==> config.mk <==
export PLATFORM = sky130hd
export DESIGN_NAME = nonlin_part_pipe
export DESIGN_NICKNAME = d
export VERILOG_FILES = /design/src/rtl/nonlin_part_pipe_pkg.sv /design/src/rtl/nonlin_part_pipe_nonlin_terms.sv /design/src/rtl/nonlin_part_pipe.sv
export SDC_FILE = /design/constraint.sdc
export NUM_CORES = 1
export LEC_CHECK = 0
export BUFFER_PORTS_ARGS = -buffer_cell sky130_fd_sc_hd__buf_2
export CAP_MARGIN = 10
export CORE_MARGIN = 2
export CORE_UTILIZATION = 54
export CTS_BUF_LIST = sky130_fd_sc_hd__clkbuf_4 sky130_fd_sc_hd__clkbuf_8 sky130_fd_sc_hd__clkbuf_16
export DETAILED_ROUTE_END_ITERATION = 16
export PLACE_DENSITY = 0.84
export SLEW_MARGIN = 20
export SYNTH_ARGS = -nofsm -noshare
export SYNTH_HDL_FRONTEND = slang
export SYNTH_HIERARCHICAL = 1
export SYNTH_SLANG_ARGS = --single-unit
==> constraint.sdc <==
create_clock -name clk -period 3.27 [get_ports clk]
set_input_delay 0.654 -clock clk [delete_from_list [all_inputs] [get_ports clk]]
set_output_delay 0.654 -clock clk [all_outputs]
set_load 0.02 [all_outputs]
==> src/rtl/nonlin_part_pipe_pkg.sv <==
// Shared constants for the non-linear adder stage: default adder width and the
// width helpers that every file derives its port sizes from.
package nonlin_part_pipe_pkg;

  localparam int NBIT = 8;

  function automatic int nlw_of(input int nbit);
    return 3 * nbit - 5;
  endfunction

  function automatic int rw_of(input int nbit);
    return nbit - 3;
  endfunction

  function automatic int opw_of(input int nbit);
    return nbit - 1;
  endfunction

  localparam int NLW = nlw_of(NBIT);
  localparam int RW  = rw_of(NBIT);
  localparam int OPW = opw_of(NBIT);

endpackage

==> src/rtl/nonlin_part_pipe_nonlin_terms.sv <==
// Combinational AND-term generator of the linearised ripple-carry adder:
// low bits come straight from the operands, upper bits pair each operand with a semi-carry.
module nonlin_terms
  import nonlin_part_pipe_pkg::*;
#(
  parameter int NBIT = nonlin_part_pipe_pkg::NBIT
) (
  input  logic [opw_of(NBIT)-1:0] a,
  input  logic [opw_of(NBIT)-1:0] b,
  input  logic [rw_of(NBIT)-1:0]  r,
  output logic [nlw_of(NBIT)-1:0] nl
);

  always_comb begin
    nl    = '0;
    nl[0] = a[0] & b[0];
    nl[1] = a[1] & b[1];
    nl[2] = a[1] & a[0] & b[0];
    nl[3] = b[1] & a[0] & b[0];
    for (int i = 2; i <= NBIT - 2; i++) begin
      nl[3*i-2] = a[i] & b[i];
      nl[3*i-1] = a[i] & r[i-2];
      nl[3*i]   = b[i] & r[i-2];
    end
  end

endmodule

==> src/rtl/nonlin_part_pipe.sv <==
// Elastic valid/ready pipeline around the non-linear term generator, with
// per-transaction fault injection and a wrapping delivered-transaction counter.
module nonlin_part_pipe
  import nonlin_part_pipe_pkg::*;
#(
  parameter int NBIT   = nonlin_part_pipe_pkg::NBIT,
  parameter int STAGES = 2,
  parameter int CNTW   = 16
) (
  input  logic                    clk,
  input  logic                    rst_n,
  input  logic                    in_valid,
  output logic                    in_ready,
  input  logic [opw_of(NBIT)-1:0] a,
  input  logic [opw_of(NBIT)-1:0] b,
  input  logic [rw_of(NBIT)-1:0]  r,
  input  logic                    inj_en,
  input  logic [nlw_of(NBIT)-1:0] inj_mask,
  output logic                    out_valid,
  input  logic                    out_ready,
  output logic [nlw_of(NBIT)-1:0] nl,
  output logic                    out_inj,
  output logic [CNTW-1:0]         txn_cnt
);

  localparam int W_NL = nlw_of(NBIT);

  logic [W_NL-1:0]   terms;
  logic [W_NL-1:0]   cap_data;
  logic [STAGES-1:0] v_vec;
  logic [STAGES-1:0] inj_vec;
  logic [W_NL-1:0]   data_vec [STAGES];
  logic [STAGES-1:0] adv;
  logic [CNTW-1:0]   txn_cnt_q;
  logic [CNTW-1:0]   txn_cnt_d;

  nonlin_terms #(.NBIT(NBIT)) u_terms (
    .a  (a),
    .b  (b),
    .r  (r),
    .nl (terms)
  );

  assign cap_data = terms ^ (inj_en ? inj_mask : '0);

  // A stage may load unless it and every stage below it are full and the sink is stalled.
  always_comb begin
    logic all_full;
    adv = '0;
    for (int k = 0; k < STAGES; k++) begin
      all_full = 1'b1;
      for (int j = k; j < STAGES; j++) begin
        all_full = all_full & v_vec[j];
      end
      adv[k] = out_ready | ~all_full;
    end
  end

  assign in_ready = adv[0];

  for (genvar k = 0; k < STAGES; k++) begin : g_stage
    logic            v_q, v_d;
    logic            inj_q, inj_d;
    logic [W_NL-1:0] data_q, data_d;
    logic            up_v, up_inj;
    logic [W_NL-1:0] up_data;

    if (k == 0) begin : g_head
      assign up_v    = in_valid;
      assign up_inj  = inj_en;
      assign up_data = cap_data;
    end else begin : g_body
      assign up_v    = v_vec[k-1];
      assign up_inj  = inj_vec[k-1];
      assign up_data = data_vec[k-1];
    end

    always_comb begin
      v_d    = v_q;
      inj_d  = inj_q;
      data_d = data_q;
      if (adv[k]) begin
        v_d    = up_v;
        inj_d  = up_inj;
        data_d = up_data;
      end
    end

    always_ff @(posedge clk) begin
      if (!rst_n) begin
        v_q    <= 1'b0;
        inj_q  <= 1'b0;
        data_q <= '0;
      end else begin
        v_q    <= v_d;
        inj_q  <= inj_d;
        data_q <= data_d;
      end
    end

    assign v_vec[k]    = v_q;
    assign inj_vec[k]  = inj_q;
    assign data_vec[k] = data_q;
  end

  assign out_valid = v_vec[STAGES-1];
  assign out_inj   = inj_vec[STAGES-1];
  assign nl        = data_vec[STAGES-1];

  assign txn_cnt_d = txn_cnt_q + CNTW'(out_valid & out_ready);

  always_ff @(posedge clk) begin
    if (!rst_n) begin
      txn_cnt_q <= '0;
    end else begin
      txn_cnt_q <= txn_cnt_d;
    end
  end

  assign txn_cnt = txn_cnt_q;

endmodule
==> After elaboration in Yosys (flattened, before gate mapping) <==
Cells that the tools add are included.
{ "op_classes": {"bitwise_logic": 28, "n_addsub": 1, "mul": 0, "n_lt_le_gt_ge": 0, "eq_ne": 0, "n_mux": 1, "reduce_logical": 0, "shifts": 0, "div": 0} }
{ "ops": {"columns": ["op", "n"], "rows": [
  ["$and A1 B1 Y1", 23],
  ["$mux W19", 1],
  ["$xor A19 B19 Y19", 1],
  ["$add A16 B1 Y16", 1],
  ["$not A1 Y1", 2],
  ["$or A1 B1 Y1", 2]
]} }
{ "totals": {"reg_bits": 58, "latchBits": 0, "elab_cells": 37, "mem_bits_rw": 0, "out_inout_bits": 38, "mem_bits_ro": 0, "inputBits": 43, "memories": 0} }

==> Longest topological paths before layout <==
{ "logic_depth": {"ltp_word": 3, "mapped_depth": 6, "mapped_depth_nobuf": 6} }

==> Modules after synthesis <==
Netlist, hierarchy kept.
{ "modules_own_cells": {"columns": ["module", "area_per_inst_um2", "seq_area_each_um2", "instances", "cells_each"], "rows": [
  ["nonlin_part_pipe", 2411.1, 1161.1, 1, 286],
  ["nonlin_terms", 118.9, 0.0, 1, 19]
]} }

==> Least setup slack after synthesis <==
No wires, ideal clock.
{ "synth_path": {"path_kind": "input -> register", "start": "input port out_ready", "end": "register txn_cnt_q[12] (netlist: txn_cnt[12])", "arrival_ns": 1.930, "setup_time_ns": 0.070, "cell_stages": 6, "setup_slack_ns": 1.269, "required_ns": 3.200, "path_buffers": 0, "cell_sequence": "and2_1 -> ha_1 -> ha_1 -> nand4_4 -> or4_1 -> a21oi_1"} }
{ "synth_between": {"elab_chain_len": 2} }
{ "synth_lines": {"columns": ["element", "line", "source"], "rows": [
  ["from (decl)", "nonlin_part_pipe.sv:20", "input logic out_ready,"],
  ["$and A1 B1 Y1", "nonlin_part_pipe.sv:110", "assign txn_cnt_d = txn_cnt_q + CNTW'(out_valid & out_ready);"],
  ["$add A16 B1 Y16", "nonlin_part_pipe.sv:110", null],
  ["to (signal assigned)", "nonlin_part_pipe.sv:116", "txn_cnt_q <= txn_cnt_d;"],
  ["to (decl)", "nonlin_part_pipe.sv:34", "logic [CNTW-1:0] txn_cnt_q;"]
]} }
No other way between the ends.
A chain may end at the register's enable or synchronous reset.

==> Worst setup path after layout <==
Ends and elaborated chain as after synthesis.

==> results by group <==
Outcome
  • Outcome: finished clean

Global routing
  • Most Crowded Layer GR: met2
  • Met1 GRT Util: 0.261
  • First-pass GRT wire length: 9.20 mm
  • Largest net degree at the start of global routing: 43
  • GR Layer Usage met2: 0.379
  • Met3 GRT Util: 0.0431
  • Total grt overflow: 0
  • Initial antenna violation count: 0
  • Vias in the first global route: 2194
  • Total Routing Usage GR: 0.227

Routing
  • Drt first pass iters: 4
  • DRC: 0
  • Via-per-instance ratio: 5.31
  • Routed wire length: 5.49 mm
  • Final ANT Viol Nets: 0
  • Routed WL per cell: roughly 13 um
  • 1st-iter DRT viols: 86
  • Total number of vias: 2332

Job
  • Max-cap violations: 0

Critical path
  • CP Class: in -> reg
  • Crit. End Element: flip-flop
  • Worst-path maximum fanout: 9
  • CP Launch Type: input pin
  • CP arrival: 2.13 ns
  • WP data required: around 3.5 ns

Synthesis
  • Most frequent cells after synthesis: 68 x nand2_1, 58 x dfxtp_1, 29 x a21oi_1, 24 x nor2_1, 21 x xor2_1
  • Synth Register Bits: 58
  • YS warnings: 6
  • Synth async-reset ratio: 0
  • Cell variety after synth: 27
  • Synth Net Count: 351
  • Post-synth EDFFs: 0
  • Syn_area_per_cell: 8.29 sq um
  • Area contributors post-synth: dfxtp_1 46%, nand2_1 10%, xor2_1 7.3%
  • Synth area leader: dfxtp_1
  • Register area share after synthesis: 0.459
  • Main synth FF type: dfxtp_1
  • Post-Syn Instances: 305
  • Top-count cell post-synth: nand2_1
  • Area of the mapped netlist: 0.00253 sq mm
  • Synth top area share: 0.459

Clock tree
  • Clock slew at reported path FFs: 0.06 ns
  • Clock latency on the worst-skew pair: 0.33 ns
  • Clock buffer depth: 2
  • Post-CTS Setup Bufs: 0
  • CTS Buf Count: 9
  • Cts repair resizes: 0
  • CTS sink cnt: 58
  • Hold bufs inserted after CTS: 0
  • CTS tree: done
  • H-Tree Depth: 3
  • CTS root buf: clkbuf_8

Place
  • Dpl cells: 424
  • Cell area after placement: 0.00296 sq mm
  • HPWL reported at the end of detailed placement: between 3 and 4 mm
  • # port buffers: 80
  • GPL Wtd Cong: 0.843

Final layout
  • Final Cell Area: around 0.0032 sq mm
  • Ratio of cells with drive above 1 in the final layout: 0.261
  • Nets: about 430
  • Final non-filler cell total: 439
  • Final core utilization: 0.712
  • Layout Area Growth over Synthesis: 25.1%
  • Antenna Cells: 0

Die
  • Die Ht: about 72 um
  • Core ar.: 0.00444 sq mm
  • Starting Density: 0.569
  • Die area: around 0.0052 sq mm
  • Width of the chip: 72.4 um
  • Site Rows: 24
  • Ports: 81

Timing
  • Fmax: between 500 and 600 MHz
  • Setup_tns: 0 ns
  • Final hold vios: 0
  • Final hold slack: 0.451 ns
  • Fin. max-slew vios: 0
  • Post-Route Skew: 0.00367 ns
  • Final setup viols: 0
  • Slew @ Worst Pin: 0.742 ns
  • RSZ-0062 raised after global routing: false
  • Period Utilization, post-route: 0.572
  • Min cycle time layout: about 1.9 ns
  • Slew headroom: 0.505

Power
  • Pwr/cell area: 502 mW/mm^2
  • Leakage power: around 1.5 nW
  • Worst VDD drop: 0.000238 V

Worst hold path
  • Min-delay worst type: reg -> reg
-- routing by layer --
metal / up-vias / part of all wire
met5: - / 0
met4: 0 / 0.025
met3: 13 / 0.076
met2: 91 / 0.48
met1: 1046 / 0.42
li1: 1182 / -
-- registers in the layout, summed over array words and instances, names as in the netlist --
signal          flops
g_stage.data_q     19
g_stage.inj_q       1
g_stage.v_q         1
nl                 19
out_inj             1
out_valid           1
txn_cnt            16
-- worst paths after layout --
check,from,to,slack [ns],depth (start not counted)
worst max-delay path,out_ready,txn_cnt[12]$_SDFF_PN0_,1.40,7
worst min-delay path,nl[4]$_SDFFE_PN0P_,nl[4]$_SDFFE_PN0P_,0.45,2
worst max register to register,out_valid$_SDFFE_PN0P_,txn_cnt[12]$_SDFF_PN0_,1.44,6
worst min register to register,nl[4]$_SDFFE_PN0P_,nl[4]$_SDFFE_PN0P_,0.45,2
-- worst max-delay path, stage by stage --
cell	delay [ns]
buf_2	0.10
and2_1	0.15
ha_1	0.17
ha_1	0.25
nand4_4	0.17
or4_1	0.50
a21oi_1	0.14
-- per-stage QoR --
| step | worst slack (ns) | power (W) |
|---|---|---|
| after detailed placement | 1.04 | 0.000923 |
| after CTS | 1.40 | 0.00160 |
| after global placement | 1.10 | 0.000918 |
| final | 1.40 | 0.00159 |
| after floorplan | 1.27 | 0.000866 |
| after global routing | 1.30 | 0.00165 |
-- report_power, final --
| part | switching, W | internal [W] |
|---|---|---|
| sequential | 0.0000180 | 0.000741 |
| clock | 0.000264 | 0.000417 |
| combinational | 0.0000849 | 0.0000646 |
-- cell families (layout without fill, tap and decap cells) --
kind of cell	Yosys count	count (layout)	share of synthesized area
simple gates	141	141	0.270
flops	58	58	0.459
compound gates	55	55	0.132
xor+xnor	22	22	0.0762
buf+inv	22	104	0.0326
mux	4	4	0.0158
fa+ha+maj	3	3	0.0148
-- cell type report --
class	instances	area (sq um)
tap	52	65.1
timing repair buffer	83	423
multi-input combinational	225	1290
fill	356	1280
clock inverter	2	35.0
clock buffer	13	173
sequential	58	1160
inverter	6	22.5
-- layout by cell type (no fill, tap or decap), types with 5 or more instances in the layout --
cell type and n:
a211oi_1 19, xor2_1 21, a21oi_1 29, buf_2 80
nand2_1 68, dfxtp_1 58, nor2_1 24, clkbuf_8 12
nand3_1 5, and2_1 20, inv_1 5
Note: power is estimated with default switching activity, not from simulation.
